`config.mk`:
```
export PLATFORM = sky130hd
export DESIGN_NAME = if_fetch_stage
export DESIGN_NICKNAME = d
export VERILOG_FILES = /design/src/rtl/cpu_pkg.sv /design/src/rtl/fetch_queue.sv /design/src/rtl/if_fetch_stage.sv
export SDC_FILE = /design/constraint.sdc
export NUM_CORES = 1
export LEC_CHECK = 0
export ABC_AREA = 1
export BUFFER_PORTS_ARGS = -buffer_cell sky130_fd_sc_hd__buf_2
export CAP_MARGIN = 20
export CELL_PAD_IN_SITES_DETAIL_PLACEMENT = 2
export CELL_PAD_IN_SITES_GLOBAL_PLACEMENT = 2
export CORE_MARGIN = 5
export CORE_UTILIZATION = 30
export CTS_CLUSTER_DIAMETER = 150
export DETAILED_ROUTE_END_ITERATION = 12
export PLACE_DENSITY_LB_ADDON = 0.1
export SETUP_SLACK_MARGIN = 0.15
export SKIP_LAST_GASP = 1
export SLEW_MARGIN = 20
export SYNTH_ARGS = -nofsm -noshare
export SYNTH_HDL_FRONTEND = slang
export SYNTH_SLANG_ARGS = --single-unit
```
`constraint.sdc`:
```
create_clock -name clk -period 5.3 [get_ports clk]
set_clock_uncertainty 0.2 [all_clocks]
set_input_delay 0.795 -clock clk [delete_from_list [all_inputs] [get_ports clk]]
set_output_delay 0.795 -clock clk [all_outputs]
set_load 0.1 [all_outputs]
```
`src/rtl/cpu_pkg.sv`:
```
// Shared definitions for the cpu_pipeline front end: default widths, reset PC,
// the canonical NOP encoding and the fetch state encoding.
package cpu_pkg;

    localparam int          CPU_XLEN     = 32;
    localparam logic [31:0] CPU_RESET_PC = 32'h0000_0000;
    localparam logic [31:0] NOP_INSTR    = 32'h0000_0013;

    typedef enum logic [1:0] {
        IDLE  = 2'd0,
        RUN   = 2'd1,
        REDIR = 2'd2
    } fetch_state_e;

endpackage

```
`src/rtl/fetch_queue.sv`:
```
// Circular buffer of {instr, pc} pairs with push/pop/flush and registered head
// outputs; shows a NOP at PC 0 whenever it is empty.
module fetch_queue
    import cpu_pkg::*;
#(
    parameter int  QDEPTH = 2,
    parameter int  PW     = 32,
    localparam int AW     = $clog2(QDEPTH),
    localparam int CW     = AW + 1
) (
    input  logic          clk,
    input  logic          rst_n,
    input  logic          flush,
    input  logic          push,
    input  logic [31:0]   push_instr,
    input  logic [PW-1:0] push_pc,
    input  logic          pop,
    output logic [CW-1:0] count,
    output logic          head_valid,
    output logic [31:0]   head_instr,
    output logic [PW-1:0] head_pc
);

    logic [QDEPTH-1:0][31:0]   instr_q, instr_d;
    logic [QDEPTH-1:0][PW-1:0] pc_q, pc_d;
    logic [AW-1:0]             rd_ptr_q, rd_ptr_d;
    logic [AW-1:0]             wr_ptr_q, wr_ptr_d;
    logic [CW-1:0]             count_q, count_d;
    logic                      pop_ok;

    assign pop_ok = pop & (count_q != '0);

    always_comb begin
        instr_d  = instr_q;
        pc_d     = pc_q;
        rd_ptr_d = rd_ptr_q;
        wr_ptr_d = wr_ptr_q;
        count_d  = count_q;
        if (flush) begin
            rd_ptr_d = '0;
            wr_ptr_d = '0;
            count_d  = '0;
        end else begin
            if (push) begin
                instr_d[wr_ptr_q] = push_instr;
                pc_d[wr_ptr_q]    = push_pc;
                wr_ptr_d          = wr_ptr_q + 1'b1;
            end
            if (pop_ok)
                rd_ptr_d = rd_ptr_q + 1'b1;
            case ({push, pop_ok})
                2'b10:   count_d = count_q + 1'b1;
                2'b01:   count_d = count_q - 1'b1;
                default: count_d = count_q;
            endcase
        end
    end

    always_ff @(posedge clk or negedge rst_n) begin
        if (!rst_n) begin
            instr_q  <= '0;
            pc_q     <= '0;
            rd_ptr_q <= '0;
            wr_ptr_q <= '0;
            count_q  <= '0;
        end else begin
            instr_q  <= instr_d;
            pc_q     <= pc_d;
            rd_ptr_q <= rd_ptr_d;
            wr_ptr_q <= wr_ptr_d;
            count_q  <= count_d;
        end
    end

    assign count      = count_q;
    assign head_valid = (count_q != '0);
    assign head_instr = head_valid ? instr_q[rd_ptr_q] : NOP_INSTR;
    assign head_pc    = head_valid ? pc_q[rd_ptr_q] : '0;

endmodule

```
`src/rtl/if_fetch_stage.sv`:
```
// Instruction fetch: owns the PC, issues credit-checked fetches to a 1-cycle
// instruction memory, queues responses for decode and handles redirects.
module if_fetch_stage
    import cpu_pkg::*;
#(
    parameter int             XLEN     = CPU_XLEN,
    parameter logic [XLEN-1:0] RESET_PC = XLEN'(CPU_RESET_PC),
    parameter int             QDEPTH   = 2
) (
    input  logic            clk,
    input  logic            rst,
    output logic            imem_req,
    output logic [XLEN-1:0] imem_addr,
    input  logic [31:0]     imem_rdata,
    input  logic            imem_rvalid,
    input  logic            redirect_valid,
    input  logic [XLEN-1:0] redirect_pc,
    output logic            id_valid,
    output logic [31:0]     id_instr,
    output logic [XLEN-1:0] id_pc,
    output logic [XLEN-1:0] id_pc_plus4,
    input  logic            id_ready
);

    localparam int CW = $clog2(QDEPTH) + 1;

    fetch_state_e    state_q, state_d;
    logic [XLEN-1:0] fetch_pc_q, fetch_pc_d;
    logic [XLEN-1:0] inflight_pc_q, inflight_pc_d;
    logic            inflight_q, inflight_d;
    logic            drop_q, drop_d;

    logic [CW-1:0]   q_count;
    logic [CW:0]     occ;
    logic            credit_ok;
    logic            pop, push, issue, resp;
    logic            unused_redir_lsb;

    assign unused_redir_lsb = ^redirect_pc[1:0];
    assign pop = id_valid & id_ready;

    // Slots already spoken for (queued + outstanding), crediting a same-cycle pop.
    assign occ       = {1'b0, q_count} + (CW+1)'(inflight_q) - (CW+1)'(pop);
    assign credit_ok = occ < (CW+1)'(QDEPTH);
    assign resp      = imem_rvalid & inflight_q;

    always_comb begin
        state_d       = state_q;
        fetch_pc_d    = fetch_pc_q;
        inflight_d    = inflight_q;
        inflight_pc_d = inflight_pc_q;
        drop_d        = drop_q;
        issue         = 1'b0;
        push          = 1'b0;

        case (state_q)
            IDLE:    state_d = RUN;
            REDIR:   state_d = RUN;
            RUN:     issue   = credit_ok;
            default: state_d = IDLE;
        endcase

        if (resp) begin
            inflight_d = 1'b0;
            drop_d     = 1'b0;
            push       = ~drop_q;
        end

        if (redirect_valid) begin
            state_d    = REDIR;
            issue      = 1'b0;
            push       = 1'b0;
            fetch_pc_d = {redirect_pc[XLEN-1:2], 2'b00};
            // Only a response still owed after this cycle needs discarding.
            drop_d     = inflight_q & ~imem_rvalid;
        end else if (issue) begin
            fetch_pc_d    = fetch_pc_q + XLEN'(4);
            inflight_d    = 1'b1;
            inflight_pc_d = fetch_pc_q;
        end
    end

    always_ff @(posedge clk or negedge rst) begin
        if (!rst) begin
            state_q       <= IDLE;
            fetch_pc_q    <= {RESET_PC[XLEN-1:2], 2'b00};
            inflight_pc_q <= '0;
            inflight_q    <= 1'b0;
            drop_q        <= 1'b0;
        end else begin
            state_q       <= state_d;
            fetch_pc_q    <= fetch_pc_d;
            inflight_pc_q <= inflight_pc_d;
            inflight_q    <= inflight_d;
            drop_q        <= drop_d;
        end
    end

    assign imem_req    = issue;
    assign imem_addr   = fetch_pc_q;
    assign id_pc_plus4 = id_pc + XLEN'(4);

    fetch_queue #(
        .QDEPTH (QDEPTH),
        .PW     (XLEN)
    ) u_queue (
        .clk        (clk),
        .rst_n      (rst),
        .flush      (redirect_valid),
        .push       (push),
        .push_instr (imem_rdata),
        .push_pc    (inflight_pc_q),
        .pop        (pop),
        .count      (q_count),
        .head_valid (id_valid),
        .head_instr (id_instr),
        .head_pc    (id_pc)
    );

endmodule
```
==> impl_metrics.ini, run 1 <==
[cts]
clockBufferDepth = 2
cts_buffers = 17
cts_sinks = 192
clock_latency_ns = 0.44
cts_tree = built
cts_resized = 0
htreeDepth = 4
holdBufCountCts = 0
cts.clk_slew.worst_paths_ns = 0.08
cts_root_buf = clkbuf_16
post_cts_buffers = 0

[final_layout]
layout-drive-gt1-share_pct = 18.3
syn_to_final_growth_pct = 18.7
layout.nets = 1588
num_antenna_cells = 0
layout_common_cells = nand2_1 (486), dfrtp_1 (191), buf_2 (188)
final_common_cell = nand2_1
fillers = 4070
final_cells = 1976
design_area_mm2 = 0.0120

[synth]
ys_warn_count = 0
ys_types = 39
synth_edf_count = 0
synth.avg_cell_area_um2 = 7.42
async_reset_ff_share_pct = 100
ys_ff_latch = 192
yosys_most_used_dff = dfrtp_1
syn_inst = 1363
syn_area_mm2 = 0.0101
seq_area_frac_synth_pct = 47.5

[timing]
whs_ns = 0.227
tns_ns = 0
setup_viol = 0
drv_slew = 0
min_period_over_period_pct = 82.6
finalHoldViolCount = 0
rsz0062_at_grt = false
relSlewSlack_pct = 36.5
post-route-min-period_ns = 4.38
max_freq_mhz = 229
worst_pin_slew_ns = 0.953

[global_routing]
antenna_found_initial = 0
grt_pass1_wl_mm = 54.9
grt_usage_pct = 17.7
grt_pass1_vias = 10200
grt_overflow = 0
grt_max_degree = 110

[flow_run]
maxCapViolations = 0

[power]
cellPowerDensity_mw_per_mm2 = 662
leakagePower_nw = 6.13
vdd_drop_max_uv = 413
total_power_mw = 7.94

[detailed_routing]
num_vias = 9308
vias_per_cell = 4.71
wl_per_cell_um = 16.7
first_pass_iters = 5
antenna_left = 0
drc = 0
dr.first_iter.drc_count = 414
routed_wirelength_mm = 33.0

[min_path]
worstHoldPathType = input pin to async pin

[setup_path]
cp_data_required_time_ns = 4.30
setup.worst_path.start_class = flop
cpMostUsedCell = nand2_1
crit_fanout = 38
cp_data_arrival_time_ns = 3.38
endpoint_kind = output port
worstSetupPathType = flop to output port
cpPeakStageDelay_ns = 0.69
crit_chain = inv_2, nand2_1, nand2_1, nand2_2, inv_1, ha_1, nand3_1, nor2_4, nand2_1, nor2_1, xor2_1, buf_2
worst_path_max_delay_cell = dfrtp_2
cp_top_family = simple AND/OR/NAND/NOR gates
path_buf_inv = 3

[floorplanning]
die-area_mm2 = 0.0375
io-pin-count = 199
start_util_pct = 30.3
die_h_um = 194
row_count = 67
die_x_um = 194
core_area_mm2 = 0.0334

[placement]
dp_hpwl_mm = 24.1
dp.cells = 1944
routabilityCongestion = 0.771
port-buffer-count = 190
postPlaceCellArea_mm2 = 0.0114

[outcome]
status = finished, final reports clean
[synth_stat cells, types with 2 or more instances]
master	instances	share of area (%)
a21oi_1	33	1.6
buf_1	8	0.30
buf_2	19	0.94
buf_4	12	0.89
buf_6	3	0.33
clkbuf_1	33	1.2
dfrtp_1	192	48
ha_1	3	0.37
inv_1	145	5.4
inv_2	3	0.11
nand2_1	486	18
nand2_2	6	0.37
nand3_1	84	4.2
nand3_2	6	0.59
nand3b_1	4	0.30
nand4_1	9	0.56
nor2_1	58	2.2
nor2_2	18	1.1
nor2_4	3	0.33
nor3_1	11	0.54
o211ai_1	6	0.45
o21a_1	2	0.15
o21ai_0	168	8.3
o21ai_1	4	0.20
o21bai_1	6	0.45
or2_2	2	0.12
xnor2_1	5	0.43
xor2_1	23	2.0
[final timing paths]
path | startpoint | slack, ns | to | cells after the start
setup reg to reg | u_queue.count[1] | 1.44 | imem_addr[28] | 14
hold / removal | rst | 0.23 | u_queue.instr_q[18] | 1
hold reg to reg | state_q[1] | 0.25 | state_q[0] | 1
setup / recovery | u_queue.rd_ptr_q | 0.92 | id_pc_plus4[16] | 12
min in group clk | state_q[1] | 0.25 | state_q[0] | 1
max in group asynchronous | rst | 3.43 | u_queue.instr_q[32] | 2
[layout make-up]
class	count	area [µm²]	share of cell area [%]
Sequential cell	192	4810	40.1
Multi-Input combinational cell	953	4430	36.9
Timing Repair Buffer	203	1070	8.94
Tap cell	448	561	4.67
Inverter	148	556	4.63
Clock buffer	18	429	3.58
Clock inverter	14	149	1.24
[per-stage QoR]
step                util (%)  worst slack, ns
detailed placement      34.2             1.13
global route            36.0            0.594
finish                  36.0            0.924
floorplan                  -            0.253
global placement        34.2             1.21
CTS                     36.0            0.801
[sequential cells by signal, summed over array words and instances, names as in the netlist]
register / flops
drop_q: 1
imem_addr: 30
inflight_pc_q: 30
inflight_q: 1
state_q: 2
u_queue.count: 2
u_queue.instr_q: 64
u_queue.pc_q: 60
u_queue.rd_ptr_q: 1
u_queue.wr_ptr_q: 1
[cells by family after synthesis]
kind of cell,synth area share [%]
buf+inv,9.18
other cells,0.0371
flops,47.5
simple gates,28.7
compound gates,11.6
fa+ha+maj,0.569
xor+xnor,2.43
[layer usage]
metal  GRT usage, %  vias to the layer above  part of all wire (%)
li1               -                     4571                     -
met4           3.15                        0                  0.74
met2           28.7                      150                    46
met3           2.97                       17                   3.1
met5              0                        -                     0
met1           25.3                     4570                    50
[power breakdown]
group / total [mW] / internal [mW] / switching [mW]
Sequential: 2.26 / 1.92 / 0.334
Combinational: 4.40 / 0.707 / 3.69
Clock: 1.28 / 0.668 / 0.616
No activity file was read; power rests on OpenSTA's default activity.
==> run 2: changes to the inputs <==
--- a/config.mk
+++ b/config.mk
@@ -5,7 +5,7 @@
 export SDC_FILE = /design/constraint.sdc
 export NUM_CORES = 1
 export LEC_CHECK = 0
-export ABC_AREA = 1
+export ABC_AREA = 0
 export BUFFER_PORTS_ARGS = -buffer_cell sky130_fd_sc_hd__buf_2
 export CAP_MARGIN = 20
 export CELL_PAD_IN_SITES_DETAIL_PLACEMENT = 2
==> constraint.sdc (replaced) <==
create_clock -name clk -period 4.5 [get_ports clk]
set_clock_uncertainty 0.2 [all_clocks]
set_input_delay 0.675 -clock clk [delete_from_list [all_inputs] [get_ports clk]]
set_output_delay 0.675 -clock clk [all_outputs]
set_load 0.1 [all_outputs]
==> impl_metrics.ini, run 2 <==
[outcome]
status = finished, final reports clean

[detailed_routing]
first_pass_iters = 4
dr.first_iter.drc_count = 181
antenna_left = 0
routed_wirelength_mm = 27.1
drc = 0
wl_per_cell_um = 19.2
vias_per_cell = 4.80
num_vias = 6773

[cts]
cts_sinks = 192
post_cts_buffers = 0
clock_latency_ns = 0.44
htreeDepth = 4
cts_resized = 0
cts_tree = built
holdBufCountCts = 0
cts_root_buf = clkbuf_16
cts.clk_slew.worst_paths_ns = 0.08
cts_buffers = 17
clockBufferDepth = 2

[synth]
seq_area_frac_synth_pct = 49.7
synthTopCellsByArea = dfrtp_1 (50%), mux2_2 (13%), mux2i_1 (6.2%)
syn_inst = 816
synth_edf_count = 0
netlist.area_leader.share_pct = 49.7
ys_ff_latch = 192
ys_types = 52
synth_most_common_cell = dfrtp_1
async_reset_ff_share_pct = 100
yosysTopAreaCell = dfrtp_1
synth_common_cells = dfrtp_1 (192), mux2_2 (110), nor2_1 (70)
ys_warn_count = 0
synth.avg_cell_area_um2 = 11.9
syn_area_mm2 = 0.00968
yosys_most_used_dff = dfrtp_1

[final_layout]
largest_register = u_queue.instr_q
largest_reg_flops = 64
final_common_cell = dfrtp_1
top_regs = u_queue.instr_q (64), u_queue.pc_q (60)
layout.nets = 1067
syn_to_final_growth_pct = 23.5
final_util_pct = 37.7
layout-drive-gt1-share_pct = 40.5
final_cells = 1410
layout_common_cells = dfrtp_1 (190), buf_2 (177), mux2_2 (109)

[timing]
relSlewSlack_pct = 54.3
worst_pin_slew_ns = 0.682
post-route-min-period_ns = 4.17
max_freq_mhz = 240
drv_slew = 0
setup_viol = 0
finalHoldViolCount = 0
rsz0062_at_grt = false
min_period_over_period_pct = 92.6

[placement]
dp.cells = 1377
port-buffer-count = 190
routabilityCongestion = 0.713
dp_hpwl_mm = 19.7

[power]
vdd_drop_max_uv = 287
leakagePower_nw = 5.41
pwr-share-seq_pct = 42.4
p_int_mw = 3.45
cellPowerDensity_mw_per_mm2 = 486
p_clk_share_pct = 26.4
comb_power_share_pct = 31.2
switching_share_pct = 40.7
total_power_mw = 5.81
p_sw_mw = 2.36

[flow_run]
maxCapViolations = 0

[global_routing]
grt_pass1_wl_mm = 43.4
grt_overflow = 0
grt_usage_pct = 15.1
grt_pass1_vias = 7444
antenna_found_initial = 1
grt_max_degree = 98

[setup_path]
endpoint_kind = output port
worstSetupPathType = flop to output port
cp.depth = 6
cp_data_required_time_ns = 3.62
cpPeakStageDelay_ns = 0.85
cp_data_arrival_time_ns = 3.29
cp_top_family = simple AND/OR/NAND/NOR gates
setup.worst_path.start_class = flop
rrSetupSlack_ns = 0.78
crit_fanout = 45
r2r_cells = 12
worst_path_max_delay_cell = dfrtp_4
crit_chain = nand3_1, a211oi_2, nand4_4, nor3_2, xor2_2, buf_2
path_buf_inv = 1

[floorplanning]
core_area_mm2 = 0.0317
start_util_pct = 30.5
die_x_um = 190
io-pin-count = 199
die-area_mm2 = 0.0359
die_h_um = 190
row_count = 65

[min_path]
worstHoldPathType = input pin to async pin
==> run 2: power groups by stage <==
stage / Combinational (mW) / Sequential (mW) / Clock (mW)
final: 1.81 / 2.47 / 1.53
after global routing: 1.94 / 2.53 / 1.67
after CTS: 1.85 / 2.48 / 1.60
after detailed placement: 1.84 / 2.51 / 0
after global placement: 1.81 / 2.49 / 0
after floorplan: 1.32 / 2.54 / 0
==> run 2: metal layers <==
layer | share of wire (%) | track usage (%) | routed length, µm
met1 | 50 | 21.9 | 13600
met2 | 46 | 23.9 | 12400
met3 | 3.3 | 2.50 | 903
met4 | 0.84 | 3.20 | 227
met5 | 0 | 0 | 0
==> run 2: cell type report <==
class	count	area [µm²]
antenna	1	2.50
clock buffer	18	429
clock inverter	14	165
fill	3359	19800
inverter	10	45.0
multi-input combinational	569	4710
sequential	192	4810
tap	402	503
timing repair buffer	204	1280
==> run 2: cells by family after synthesis <==
family / after synthesis / synth area share [%]
XOR/XNOR: 60 / 5.51
AND/OR/NAND/NOR: 234 / 12.9
multiplexers: 219 / 24.7
adder cells (fa/ha/maj): 4 / 0.595
AO/OA/AOI/OAI: 46 / 3.06
flip-flops: 192 / 49.7
other: 1 / 0.0388
buffers and inverters: 60 / 3.50
==> run 2: path summary, 6_finish.rpt <==
check | startpoint | end
worst max-delay path | u_queue.rd_ptr_q | id_pc_plus4[31]
worst min-delay path | rst | u_queue.instr_q[23]
worst max register to register | u_queue.count[1] | inflight_pc_q[14]
worst min register to register | state_q[1] | state_q[0]
max in group asynchronous | rst | u_queue.rd_ptr_q
min in group clk | redirect_pc[6] | imem_addr[6]
==> run 2: stage by stage <==
stage	hold slack (ns)	area, µm²	worst slack, ns	TNS [ns]
detailed placement	0.262	11400	0.644	0
global route	0.0290	11900	0.156	0
finish	0.00417	11900	0.334	0
CTS	0.00770	11900	0.236	0
floorplan	0.179	9880	-0.734	-8.48
global placement	0.258	11400	0.694	0
==> run 3: changes to the inputs <==
--- a/config.mk
+++ b/config.mk
@@ -15,7 +15,6 @@
 export CTS_CLUSTER_DIAMETER = 150
 export DETAILED_ROUTE_END_ITERATION = 12
 export PLACE_DENSITY_LB_ADDON = 0.1
-export SETUP_SLACK_MARGIN = 0.15
 export SKIP_LAST_GASP = 1
 export SLEW_MARGIN = 20
 export SYNTH_ARGS = -nofsm -noshare
==> constraint.sdc (replaced) <==
create_clock -name clk -period 4.26 [get_ports clk]
set_clock_uncertainty 0.2 [all_clocks]
set_input_delay 0.639 -clock clk [delete_from_list [all_inputs] [get_ports clk]]
set_output_delay 0.639 -clock clk [all_outputs]
set_load 0.1 [all_outputs]
==> impl_metrics.ini, run 3 (synthesis gave the netlist of run 2 again) <==
[timing]
rsz0062_at_grt = true
post-route-min-period_ns = 4.09
finalHoldViolCount = 0
drv_slew = 0
min_period_over_period_pct = 96.0
setup_viol = 0
relSlewSlack_pct = 35.8
worst_pin_slew_ns = 0.963
max_freq_mhz = 245

[final_layout]
final_common_cell = dfrtp_1
fillers = 3402
layout.nets = 1072
largest_reg_flops = 64
layout_common_cells = dfrtp_1 (190), buf_2 (178), mux2_2 (109)
num_antenna_cells = 0
design_area_mm2 = 0.0119
syn_to_final_growth_pct = 23.3
largest_register = u_queue.instr_q
multiInputGateArea_mm2 = 0.00471
layout-drive-gt1-share_pct = 40.9
regArea_mm2 = 0.00481
top_regs = u_queue.instr_q (64), u_queue.pc_q (60)

[floorplanning]
row_count = 65
core_area_mm2 = 0.0317
die_x_um = 190
start_util_pct = 30.5
die-area_mm2 = 0.0359
io-pin-count = 199
die_h_um = 190

[cts]
clock_latency_ns = 0.44
cts_buffers = 17
clockBufferDepth = 2
cts_tree = built
cts_root_buf = clkbuf_16
cts_sinks = 192
cts.clk_slew.worst_paths_ns = 0.07
htreeDepth = 4

[placement]
dp_hpwl_mm = 20.0
postPlaceCellArea_mm2 = 0.0113
port-buffer-count = 190
routabilityCongestion = 0.723

[power]
p_sw_mw = 2.47
pwr-share-seq_pct = 42.7
vdd_drop_max_uv = 270
cellPowerDensity_mw_per_mm2 = 512
leakagePower_nw = 5.42
comb_power_share_pct = 31.6
total_power_mw = 6.11
p_int_mw = 3.64
p_clk_share_pct = 25.7
switching_share_pct = 40.5

[global_routing]
grt_max_degree = 94
grt-busiest-layer = met2
antenna_found_initial = 0
grt_usage_pct = 15.6
grt_pass1_vias = 7537
globalRouteMet2Util_pct = 24.4
grt_overflow = 0
grt_pass1_wl_mm = 44.4
grt_use_met3_pct = 2.81
grtUsageMet1_pct = 22.7

[detailed_routing]
first_pass_iters = 4
num_vias = 6872
wl_per_cell_um = 19.7
routed_wirelength_mm = 27.8
vias_per_cell = 4.86
antenna_left = 0
dr.first_iter.drc_count = 216
drc = 0

[setup_path]
cpPeakStageDelay_ns = 0.48
worst_path_max_delay_cell = dfrtp_2
crit_chain = nor2_4, clkinvlp_4, nand2_1, inv_1, ha_1, nand2b_1, fa_1, xnor2_2, and4b_4, nor2b_4, buf_12
path_buf_inv = 3
r2r-end = inflight_pc_q[14]
worstSetupPathType = flop to output port
reg2reg_from = u_queue.count[1]
endpoint_kind = output port
cp_top_family = simple AND/OR/NAND/NOR gates
rrSetupSlack_ns = 0.70
cp_data_required_time_ns = 3.42
setup.worst_path.start_class = flop
cp_data_arrival_time_ns = 3.25
crit_fanout = 6
r2r_cells = 12

[flow_run]
maxCapViolations = 0

[outcome]
status = finished, final reports clean

[min_path]
worstHoldPathType = input pin to async pin
-- run 3: power by group through the flow --
stage / Clock, mW / Combinational [mW] / Sequential (mW)
finish: 1.57 / 1.93 / 2.61
global route: 1.73 / 2.07 / 2.68
CTS: 1.64 / 1.95 / 2.62
global placement: 0 / 1.91 / 2.63
floorplan: 0 / 1.40 / 2.69
detailed placement: 0 / 1.95 / 2.66
-- run 3: per-layer routing --
layer	vias up	part of all wire [%]
li1	3213	-
met1	3496	50
met2	144	45
met3	19	3.5
met4	0	0.97
met5	-	0
-- run 3: worst max path at each step --
stage | from | endpoint | slack, ns | cells past startpoint
3_3_place_gp | id_ready | imem_req | 0.55 | 10
2_1_floorplan | u_queue.count[1] | id_pc_plus4[22] | -0.94 | 10
5_1_grt | u_queue.count[1] | imem_req | -0.05 | 11
6_report | u_queue.count[1] | imem_req | 0.17 | 11
4_1_cts | u_queue.count[1] | imem_req | 0.07 | 11
3_5_place_dp | id_ready | imem_req | 0.54 | 10
-- run 3: repair_timing --
| action | 4_1_cts | 5_1_grt |
|---|---|---|
| hold buffers | 0 | 0 |
| resized for setup | 0 | 1 |
| setup endpoints to repair | 0 | 8 |
| setup buffers | 0 | 1 |
-- run 3: metrics by stage --
stage / hold WS (ns) / cells / TNS [ns] / setup WS (ns) / util, %
2_1_floorplan: 0.143 / 821 / -12.16 / -0.938 / -
3_3_place_gp: 0.244 / 1381 / 0 / 0.552 / 35.8
3_5_place_dp: 0.265 / 1381 / 0 / 0.539 / 35.8
4_1_cts: 0.0940 / 1413 / 0 / 0.0679 / 37.5
5_1_grt: 0.0998 / 1414 / -0.0497 / -0.0497 / 37.6
6_report: 0.0488 / 1414 / 0 / 0.171 / 37.6
-- run 3: area by class of cell --
class / count / area share (%)
flip-flops and latches: 192 / 40.3
inverters: 10 / 0.378
multi-input cells: 569 / 39.5
clock buffers: 19 / 3.71
well taps: 402 / 4.22
repair buffers: 209 / 10.9
clock inverters: 13 / 0.986
